<file path="config.mk">
export PLATFORM = sky130hd
export DESIGN_NAME = ysyx_23060096_core_ctrl_flat
export DESIGN_NICKNAME = d
export VERILOG_FILES = /design/src/rtl/ysyx_23060096_core_ctrl_pkg.sv /design/src/rtl/ysyx_23060096_core_ctrl_if.sv /design/src/rtl/ysyx_23060096_core_ctrl_watchdog.sv /design/src/rtl/ysyx_23060096_core_ctrl.sv /design/src/flat_wrapper.sv
export SDC_FILE = /design/constraint.sdc
export NUM_CORES = 1
export LEC_CHECK = 0
export ABC_AREA = 1
export CAP_MARGIN = 20
export CORE_MARGIN = 2
export CORE_UTILIZATION = 38
export CTS_CLUSTER_SIZE = 28
export DETAILED_ROUTE_END_ITERATION = 10
export PLACE_DENSITY = 0.87
export SETUP_SLACK_MARGIN = 0.1
export SLEW_MARGIN = 20
export SYNTH_ARGS = -nofsm -noshare
export SYNTH_HDL_FRONTEND = slang
export SYNTH_SLANG_ARGS = --single-unit
</file>
<file path="constraint.sdc">
create_clock -name clk -period 4.68 [get_ports clk]
set_input_delay 0.702 -clock clk [delete_from_list [all_inputs] [get_ports clk]]
set_output_delay 0.702 -clock clk [all_outputs]
set_load 0.01 [all_outputs]
</file>
<file path="src/rtl/ysyx_23060096_core_ctrl_pkg.sv">
// ysyx_23060096_pkg
// Shared definitions for the NPC multi-cycle sequencer:
//   state_e      - sequencer state (FETCH, EXEC, MEM, HALT)
//   OP_*         - RV32I major opcodes the sequencer distinguishes
//   EBREAK_INST  - the only SYSTEM encoding that halts cleanly
//   HALT_*       - values reported on halt_code
//   is_alu_op()  - opcodes that complete in EXEC without memory access
package ysyx_23060096_pkg;

  typedef enum logic [1:0] {
    FETCH = 2'd0,
    EXEC  = 2'd1,
    MEM   = 2'd2,
    HALT  = 2'd3
  } state_e;

  localparam logic [6:0] OP_LUI    = 7'b0110111;
  localparam logic [6:0] OP_AUIPC  = 7'b0010111;
  localparam logic [6:0] OP_JAL    = 7'b1101111;
  localparam logic [6:0] OP_JALR   = 7'b1100111;
  localparam logic [6:0] OP_BRANCH = 7'b1100011;
  localparam logic [6:0] OP_LOAD   = 7'b0000011;
  localparam logic [6:0] OP_STORE  = 7'b0100011;
  localparam logic [6:0] OP_IMM    = 7'b0010011;
  localparam logic [6:0] OP_OP     = 7'b0110011;

  localparam logic [31:0] EBREAK_INST = 32'h0010_0073;

  localparam logic [1:0] HALT_GOOD    = 2'd0;
  localparam logic [1:0] HALT_BAD     = 2'd1;
  localparam logic [1:0] HALT_ILL     = 2'd2;
  localparam logic [1:0] HALT_TIMEOUT = 2'd3;

  function automatic logic is_alu_op(input logic [6:0] op);
    return (op == OP_LUI)    || (op == OP_AUIPC) || (op == OP_JAL) ||
           (op == OP_JALR)   || (op == OP_BRANCH) || (op == OP_IMM) ||
           (op == OP_OP);
  endfunction

endpackage

</file>
<file path="src/rtl/ysyx_23060096_core_ctrl_if.sv">
// ysyx_23060096_core_ctrl_if
// Instruction-fetch and load/store memory handshakes of the sequencer.
//   ifu_req/ifu_rvalid/ifu_rdata : fetch request, data valid, instruction word
//   lsu_req/lsu_we/lsu_ack       : data request, 1 = store, completion
// Handshake rule: a request (ifu_req, lsu_req) is raised by the master and
// held, with lsu_we stable, until the slave answers with a one-cycle
// ifu_rvalid / lsu_ack; the transfer completes in the cycle both are high.
// Answers that arrive while no request is pending are ignored.
// Modports: master = sequencer side, slave = memory side.
interface ysyx_23060096_core_ctrl_if;
  logic        ifu_req;
  logic        ifu_rvalid;
  logic [31:0] ifu_rdata;
  logic        lsu_req;
  logic        lsu_we;
  logic        lsu_ack;

  modport master (
    output ifu_req,
    input  ifu_rvalid,
    input  ifu_rdata,
    output lsu_req,
    output lsu_we,
    input  lsu_ack
  );

  modport slave (
    input  ifu_req,
    output ifu_rvalid,
    output ifu_rdata,
    input  lsu_req,
    input  lsu_we,
    output lsu_ack
  );
endinterface

</file>
<file path="src/rtl/ysyx_23060096_core_ctrl_watchdog.sv">
// ysyx_23060096_watchdog
// Counts consecutive wait cycles; expired is raised in the cycle where the
// count has reached TIMEOUT_CYCLES-1 and the wait is still unanswered.
//   clk, rstn : clock, asynchronous active-low reset
//   clear     : restart the count (owner changed state)
//   wait_en   : current cycle is an unanswered wait cycle
//   expired   : wait budget used up in this cycle
module ysyx_23060096_watchdog #(
  parameter int TIMEOUT_CYCLES = 1024
) (
  input  logic clk,
  input  logic rstn,
  input  logic clear,
  input  logic wait_en,
  output logic expired
);
  localparam int CW = (TIMEOUT_CYCLES > 2) ? $clog2(TIMEOUT_CYCLES) : 1;
  localparam logic [CW-1:0] LAST = CW'(TIMEOUT_CYCLES - 1);

  logic [CW-1:0] count;

  // Saturates at LAST so the counter cannot wrap even if the owner ignores
  // expired.
  always_ff @(posedge clk or negedge rstn) begin
    if (!rstn) begin
      count <= '0;
    end else if (clear) begin
      count <= '0;
    end else if (wait_en && (count != LAST)) begin
      count <= count + 1'b1;
    end
  end

  assign expired = wait_en && (count == LAST);

endmodule

</file>
<file path="src/rtl/ysyx_23060096_core_ctrl.sv">
// ysyx_23060096_core_ctrl
// Multi-cycle sequencer for the NPC datapath: FETCH -> EXEC (-> MEM) -> FETCH,
// with a terminal HALT on ebreak, illegal opcode or memory-port timeout.
// Ports:
//   clk, rstn    : clock, asynchronous active-low reset
//   bus (master) : fetch and load/store handshakes
//   inst         : latched instruction for decoder / immediate generator
//   rf_we_in     : RegWr from the control generator
//   rf_we, pc_we : one-shot commit strobes, always together
//   a0_val       : x10, used as the ebreak return code
//   halt         : sticky stop flag; halt_code gives the reason
//   mcycle, minstret : performance counters
//   dbg_state    : current sequencer state
// Macro YSYX_23060096_PERF_CNT_EN builds the performance counters; without it
// mcycle/minstret read 0 and no counter flops exist.
module ysyx_23060096_core_ctrl
  import ysyx_23060096_pkg::*;
#(
  parameter int          TIMEOUT_CYCLES = 1024,
  parameter logic [31:0] NOP_INST       = 32'h0000_0013
) (
  input  logic                      clk,
  input  logic                      rstn,
  ysyx_23060096_core_ctrl_if.master bus,
  output logic [31:0]               inst,
  input  logic                      rf_we_in,
  output logic                      rf_we,
  output logic                      pc_we,
  input  logic [31:0]               a0_val,
  output logic                      halt,
  output logic [1:0]                halt_code,
  output logic [63:0]               mcycle,
  output logic [63:0]               minstret,
  output state_e                    dbg_state
);

  state_e      state, state_nxt;
  logic [31:0] inst_nxt;
  logic [1:0]  code_nxt;
  logic        ifu_req_c, lsu_req_c, lsu_we_c, rf_we_c, pc_we_c;
  logic        wd_wait, wd_expired;
  logic [6:0]  opcode;
  logic        is_store;

  assign opcode   = inst[6:0];
  assign is_store = (opcode == OP_STORE);

  // Kept outside the FSM process so the watchdog's expired feedback does not
  // form a loop through a single combinational block.
  assign wd_wait = ((state == FETCH) && !bus.ifu_rvalid) ||
                   ((state == MEM)   && !bus.lsu_ack);

  ysyx_23060096_watchdog #(
    .TIMEOUT_CYCLES(TIMEOUT_CYCLES)
  ) u_watchdog (
    .clk    (clk),
    .rstn   (rstn),
    .clear  (state_nxt != state),
    .wait_en(wd_wait),
    .expired(wd_expired)
  );

  always_ff @(posedge clk or negedge rstn) begin
    if (!rstn) begin
      state     <= FETCH;
      inst      <= NOP_INST;
      halt_code <= HALT_GOOD;
    end else begin
      state     <= state_nxt;
      inst      <= inst_nxt;
      halt_code <= code_nxt;
    end
  end

  always_comb begin
    state_nxt = state;
    inst_nxt  = inst;
    code_nxt  = halt_code;
    ifu_req_c = 1'b0;
    lsu_req_c = 1'b0;
    lsu_we_c  = 1'b0;
    rf_we_c   = 1'b0;
    pc_we_c   = 1'b0;
    case (state)
      FETCH: begin
        ifu_req_c = 1'b1;
        // A valid arriving on the last allowed cycle beats the timeout.
        if (bus.ifu_rvalid) begin
          inst_nxt  = bus.ifu_rdata;
          state_nxt = EXEC;
        end else if (wd_expired) begin
          state_nxt = HALT;
          code_nxt  = HALT_TIMEOUT;
        end
      end
      EXEC: begin
        if (inst == EBREAK_INST) begin
          state_nxt = HALT;
          code_nxt  = (a0_val == 32'd0) ? HALT_GOOD : HALT_BAD;
        end else if (is_alu_op(opcode)) begin
          rf_we_c   = rf_we_in;
          pc_we_c   = 1'b1;
          state_nxt = FETCH;
        end else if ((opcode == OP_LOAD) || (opcode == OP_STORE)) begin
          state_nxt = MEM;
        end else begin
          state_nxt = HALT;
          code_nxt  = HALT_ILL;
        end
      end
      MEM: begin
        lsu_req_c = 1'b1;
        lsu_we_c  = is_store;
        if (bus.lsu_ack) begin
          pc_we_c   = 1'b1;
          rf_we_c   = rf_we_in && !is_store;
          state_nxt = FETCH;
        end else if (wd_expired) begin
          state_nxt = HALT;
          code_nxt  = HALT_TIMEOUT;
        end
      end
      default: begin
        // HALT: terminal until reset, every strobe stays low.
      end
    endcase
  end

  // Reset parks the FSM in FETCH, which would otherwise raise ifu_req while
  // rstn is still low; masking it keeps every strobe at 0 during reset.
  assign bus.ifu_req = ifu_req_c && rstn;
  assign bus.lsu_req = lsu_req_c;
  assign bus.lsu_we  = lsu_we_c;
  assign rf_we       = rf_we_c;
  assign pc_we       = pc_we_c;
  assign halt        = (state == HALT);
  assign dbg_state   = state;

`ifdef YSYX_23060096_PERF_CNT_EN
  logic [63:0] mcycle_q, minstret_q;

  always_ff @(posedge clk or negedge rstn) begin
    if (!rstn) begin
      mcycle_q   <= '0;
      minstret_q <= '0;
    end else begin
      if (state != HALT) mcycle_q <= mcycle_q + 64'd1;
      if (pc_we_c)       minstret_q <= minstret_q + 64'd1;
    end
  end

  assign mcycle   = mcycle_q;
  assign minstret = minstret_q;
`else
  assign mcycle   = '0;
  assign minstret = '0;
`endif

endmodule

</file>
<file path="src/flat_wrapper.sv">
// flat-port wrapper written by rule: the top's interface ports become plain ports
module ysyx_23060096_core_ctrl_flat import ysyx_23060096_pkg::*;
#(
  parameter int          TIMEOUT_CYCLES = 1024,
  parameter logic [31:0] NOP_INST       = 32'h0000_0013
)
  (clk, rstn, inst, rf_we_in, rf_we, pc_we, a0_val, halt, halt_code, mcycle, minstret, dbg_state, bus_ifu_req, bus_ifu_rvalid, bus_ifu_rdata, bus_lsu_req, bus_lsu_we, bus_lsu_ack);
  ysyx_23060096_core_ctrl_if bus_i ();
  input  logic clk;
  input  logic rstn;
  output logic [31:0] inst;
  input  logic rf_we_in;
  output logic rf_we;
  output logic pc_we;
  input  logic [31:0] a0_val;
  output logic halt;
  output logic [1:0] halt_code;
  output logic [63:0] mcycle;
  output logic [63:0] minstret;
  output state_e dbg_state;
  output wire logic [$bits(bus_i.ifu_req)-1:0] bus_ifu_req;
  input wire logic [$bits(bus_i.ifu_rvalid)-1:0] bus_ifu_rvalid;
  input wire logic [$bits(bus_i.ifu_rdata)-1:0] bus_ifu_rdata;
  output wire logic [$bits(bus_i.lsu_req)-1:0] bus_lsu_req;
  output wire logic [$bits(bus_i.lsu_we)-1:0] bus_lsu_we;
  input wire logic [$bits(bus_i.lsu_ack)-1:0] bus_lsu_ack;
  assign bus_ifu_req = bus_i.ifu_req;
  assign bus_i.ifu_rvalid = bus_ifu_rvalid;
  assign bus_i.ifu_rdata = bus_ifu_rdata;
  assign bus_lsu_req = bus_i.lsu_req;
  assign bus_lsu_we = bus_i.lsu_we;
  assign bus_i.lsu_ack = bus_lsu_ack;
  ysyx_23060096_core_ctrl #(.TIMEOUT_CYCLES(TIMEOUT_CYCLES), .NOP_INST(NOP_INST)) u_core (.clk(clk), .rstn(rstn), .bus(bus_i), .inst(inst), .rf_we_in(rf_we_in), .rf_we(rf_we), .pc_we(pc_we), .a0_val(a0_val), .halt(halt), .halt_code(halt_code), .mcycle(mcycle), .minstret(minstret), .dbg_state(dbg_state));
endmodule
</file>
### After elaboration in Yosys (flattened, before gate mapping)

Cells that the tools add are included.

| word-level totals | value |
|---|---|
| register bits after elaboration | 46 |
| input bits | 69 |
| output and inout bits | 170 |
| logic and storage cells | 76 |

| operators by class | value |
|---|---|
| add/sub/neg operators | 1 |
| eq/ne operators | 20 |
| muxes and demuxes | 28 |
| reduce and logical (&&, ||, !) cells | 23 |

Operators by type and width:

| operator | number |
|---|---|
| equality test 32 x 21 -> 1 bit, second input constant | 1 |
| logical NOT 32 bit | 1 |
| two-way mux 2 bit | 11 |
| equality test 7 x 6 -> 1 bit, second input constant | 3 |
| equality test 7 bit, second input constant | 3 |
| two-way mux 10 bit | 2 |
| equality test 7 x 5 -> 1 bit, second input constant | 2 |
| case mux 2 bit (3 select lines) | 2 |
| two-way mux 1 bit | 11 |
| adder 10 x 1 -> 10 bit, second input constant | 1 |
| equality test 10 bit, second input constant | 1 |
| != test 10 bit, second input constant | 1 |
| logical OR 1 bit | 8 |
| equality test 7 x 2 -> 1 bit, second input constant | 1 |
| logical AND 1 bit | 6 |
| != test 3 x 2 -> 1 bit, second input constant | 2 |
| AND reduction 5 bit | 1 |
| equality test 2 bit, second input constant | 2 |
| != test 2 bit, second input constant | 2 |
| case mux 1 bit (2 select lines) | 2 |
| logical NOT 1 bit | 3 |
| nonzero test 3 bit | 1 |
| equality test 2 x 1 -> 1 bit, second input constant | 1 |
| logical NOT 2 bit | 1 |
| other kinds (3) | 3 |

### Logic depth before layout (Yosys ltp)

| depth | value |
|---|---|
| depth after elaboration | 12 |
| depth in mapped cells | 13 |
| depth with buffers taken out | 13 |

### Hierarchy

A second synthesis with hierarchy kept.

| unflattened totals | value |
|---|---|
| cells, all modules | 480 |
| area total of the unflattened synthesis | 3,508.4 µm² |

Modules (own cells, without submodules):

| module | instances | cells an instance | area each (µm²) |
|---|---|---|---|
| ysyx_23060096_core_ctrl | 1 | 390 | 2,845.2 |
| ysyx_23060096_watchdog | 1 | 90 | 663.1 |

### Worst setup path before layout

Ideal clock, no wire load.

| timing path | value |
|---|---|
| kind | register to output |
| start | register u_core.inst[1] |
| end | output port rf_we |
| arrival time | 1,513 ps |
| data required time | 3,978 ps |
| slack | 2,465 ps |
| cell stages (with the launch flop) | 8 |
| buffers on the path | 0 |
| cell sequence | dfstp_2 > nand2_1 > nor2_1 > nand2_1 > nand2_1 > nand2_1 > a21oi_1 > and3_1 |

| on the way | value |
|---|---|
| cells in the longest elaborated chain, start to end | 10 |

RTL lines:

| item | line | RTL |
|---|---|---|
| start: declaration | ysyx_23060096_core_ctrl.sv:25 | `output logic [31:0] inst,` |
| start signal: assignment | ysyx_23060096_core_ctrl.sv:70 | `inst <= inst_nxt;` |
| equality test 7 x 6 -> 1 bit / equality test 7 x 5 -> 1 bit (equally long branches) | ysyx_23060096_core_ctrl_pkg.sv:35 | `return (op == OP_LUI) \|\| (op == OP_AUIPC) \|\| (op == OP_JAL) \|\|` |
| logical OR 1 bit (3 in series) | ysyx_23060096_core_ctrl_pkg.sv:35 |  |
| logical OR 1 bit (3 in series) | ysyx_23060096_core_ctrl_pkg.sv:36 | `(op == OP_JALR) \|\| (op == OP_BRANCH) \|\| (op == OP_IMM) \|\|` |
| two-way mux 1 bit | ysyx_23060096_core_ctrl.sv:100 | `end else if (is_alu_op(opcode)) begin` |
| two-way mux 1 bit | ysyx_23060096_core_ctrl.sv:97 | `if (inst == EBREAK_INST) begin` |
| case mux 1 bit (2 select lines) (*) | ysyx_23060096_core_ctrl.sv:84 | `case (state)` |
| end: declaration | flat_wrapper.sv:13 | `output logic rf_we;` |

Every way passes the cells marked *; elsewhere a longest branch is shown, timed or not.

### Final worst setup path

| timing path | value |
|---|---|
| start | register u_core.inst[0] |
| end | output port rf_we |

The elaborated chain is that of the path after synthesis.

==> metrics.csv <==
metric,value,unit
status,"complete, no violations",
Gate Count Post-Synth,385,
# H-tree levels,2,
largest net degree at the start of global routing,47,
"FF+latch count, synth",46,
leakage,2.04,nW
final hold slack,0.505,ns
fin. max-slew vios,0,
max_cap viols,0,
clk sink count,46,
Arrival @ worst endpoint,2.35,ns
Final Setup Violations,0,
power density cells,181,nW/um^2
IO Port Bufs,110,
Syn Std Cell Area,3320,sq um
cts hold-fix bufs,0,
Routed Wire Length,7240,um
Layout Skew,0.0113,ns
kind of critical path,reg -> out,
Initial Utilization,38.6,%
HP Class,in -> async,
full die area,9490,sq um
RePlAce Congestion,0.854,
final core occ,48.2,%
HPWL after DPL,5950,um
fin crit share,65.2,%
CP endpoint kind,primary output,
vias in the first global route,2332,
most used cell along the critical path,nand2_1,
Setup Buffers After CTS,0,
share of cells above drive strength 1,9.80,%
Final nets,573,
total power,0.751,mW
Synth warnings,0,
slowest stage cell on the critical path,clkdlybuf4s50_1,
"Distinct cells, synth",32,
initial drt markers,88,
area grow syn2layout,25.0,%
# rows,34,
RSZ-0062 raised after global routing,false,
vias per cell,4.16,
CTS buffer count,5,
Avg Inst Size Synth,8.61,sq um
Startpoint Class,register,
antenna cells,0,
f_max,327,MHz
Synth area leaders,"dfrtp_1, buf_4, mux2_2",
Slew @ Worst Pin,0.572,ns
Core Box Area,8590,sq um
Routed Antenna Nets,0,
"Seq/Total Area, Yosys",34.8,%
CP peak stage delay,0.56,ns
Synth top area share,32.5,%
TritonCTS clock tree,built,
relative slew slack,61.9,%
Total GRT Usage,14.6,%
VDD IR max,206,uV
clock latency on the worst-skew pair,0.30,ns
antenna violations before repair,0,
first-pass GRT wire length,11200,um
grt total ovfl,0,
I/O Pins,239,
largest area contributor in the netlist,dfrtp_1,
Final Hold Vio Count,0,
clock root buffer master,clkbuf_8,
total negative slack,0,ns
CP Max Fanout,4,
Worst Path Required,3.98,ns
Resized cells post-CTS,0,
CTS Buffer Depth,2,
DR vias,2531,
drt first pass iters,4,
CTS clock-pin slew for the worst setup and hold paths,0.09,ns
r2r setup slk,2.71,ns
Wirelength per Cell,11.9,um
die height,97.4,um
min Tclk post-route,3.05,ns
Die Wd,97.4,um
Remaining DRCs,0,
crit-path cells,nand2_1 > nor2_1 > nand2_1 > nand2_1 > nand2_1 > a21oi_1 > and3_1 > clkdlybuf4s50_1,
## layout by cell type (no fill, tap or decap), types with 2 or more instances in the layout
cell type | netlist | routed
conb_1 | 1 | 128
clkdlybuf4s50_1 | 0 | 109
nand2_1 | 46 | 46
dfrtp_1 | 43 | 43
nor2_1 | 42 | 42
mux2_2 | 24 | 24
inv_1 | 23 | 23
a21oi_1 | 13 | 13
nor4_1 | 10 | 10
nand3_1 | 9 | 9
nand4_1 | 5 | 5
ha_1 | 5 | 5
clkbuf_8 | 0 | 5
nand2_2 | 3 | 3
o21ai_0 | 3 | 3
xor2_1 | 3 | 3
xnor2_1 | 3 | 3
nor3_1 | 3 | 3
dfstp_2 | 3 | 3
inv_2 | 2 | 2
nand3_2 | 2 | 2
clkbuf_1 | 2 | 2
buf_4 | 128 | 2
## path summary, 6_finish.rpt
path	cells past startpoint	to	from
min in group clk	2	u_core.halt_code[0]	u_core.halt_code[0]
setup / recovery	8	rf_we	u_core.inst[0]
setup reg to reg	9	u_core.u_watchdog.count[8]	u_core.dbg_state[0]
max in group asynchronous	2	u_core.inst[16]	rstn
hold reg to reg	2	u_core.halt_code[0]	u_core.halt_code[0]
hold / removal	2	u_core.u_watchdog.count[5]	rstn
## critical path: cells and delay by family (launching register included)
kind / cells / cell delay (ns)
buffers and inverters: 1 / 0.56
AND/OR/NAND/NOR: 6 / 0.73
AO/OA/AOI/OAI: 1 / 0.21
flip-flops: 1 / 0.55
## synthesized netlist by cell type, drive strengths merged
cell,count
nand3,12
buf,130
and3,1
conb,1
inv,25
nor2,44
mux2,24
nor3,4
nor4,10
a31o,1
clkbuf,2
a21oi,13
ha,5
dfstp,3
o21ai,5
dfrtp,43
o31ai,1
nand4,5
xnor2,3
nor3b,1
nand2,49
xor2,3
## metal layers
metal  vias up  part of all wire (%)  track usage [%]
met2       146                    51             25.1
met5         -                     0                0
met1      1177                    37             16.6
met4         0                   1.8             5.02
li1       1198                     -                -
met3        10                    10             5.32
## registers in the layout, indices dropped and copies added (netlist names)
register,flops
u_core.u_watchdog.count,10
u_core.dbg_state,2
u_core.inst,32
u_core.halt_code,2
## report_power, final
group	internal [mW]	switching, mW	leakage [nW]
combinational	0.0503	0.0640	1.42
sequential	0.397	0	0.575
clock	0.106	0.133	0.0385
## metrics by stage
step / area, sq um / setup WS, ns / std cells
3_5_place_dp: 4060 / 1.74 / 600
4_1_cts: 4140 / 1.62 / 608
2_1_floorplan: 3790 / 2.47 / 512
3_3_place_gp: 4060 / 1.76 / 600
5_1_grt: 4140 / 1.46 / 608
6_report: 4140 / 1.63 / 608
## layout make-up
| cell class | instances | area (sq um) |
|---|---|---|
| clock buffers | 7 | 76.3 |
| clock inverters | 1 | 7.51 |
| fillers | 775 | 4450 |
| inverters | 25 | 93.8 |
| multi-input cells | 309 | 1570 |
| flip-flops and latches | 46 | 1150 |
| well taps | 108 | 135 |
| repair buffers | 112 | 1110 |
## kinds of logic (layout without fill, tap and decap cells)
kind of cell               count (synthesis)  in the layout  share of synthesized area (%)
muxes                                     24             24                           8.15
other                                      1            128                          0.113
AOI/OAI and AO/OA                         20             20                           3.55
xor gates and xnor gates                   6              6                           1.59
and+or+nand+nor                          126            126                           17.5
adders and majority gates                  5              5                           1.89
buffers and inverters                    157            145                           32.3
DFF                                       46             46                           34.8
Note: power is estimated with default switching activity, not from simulation.
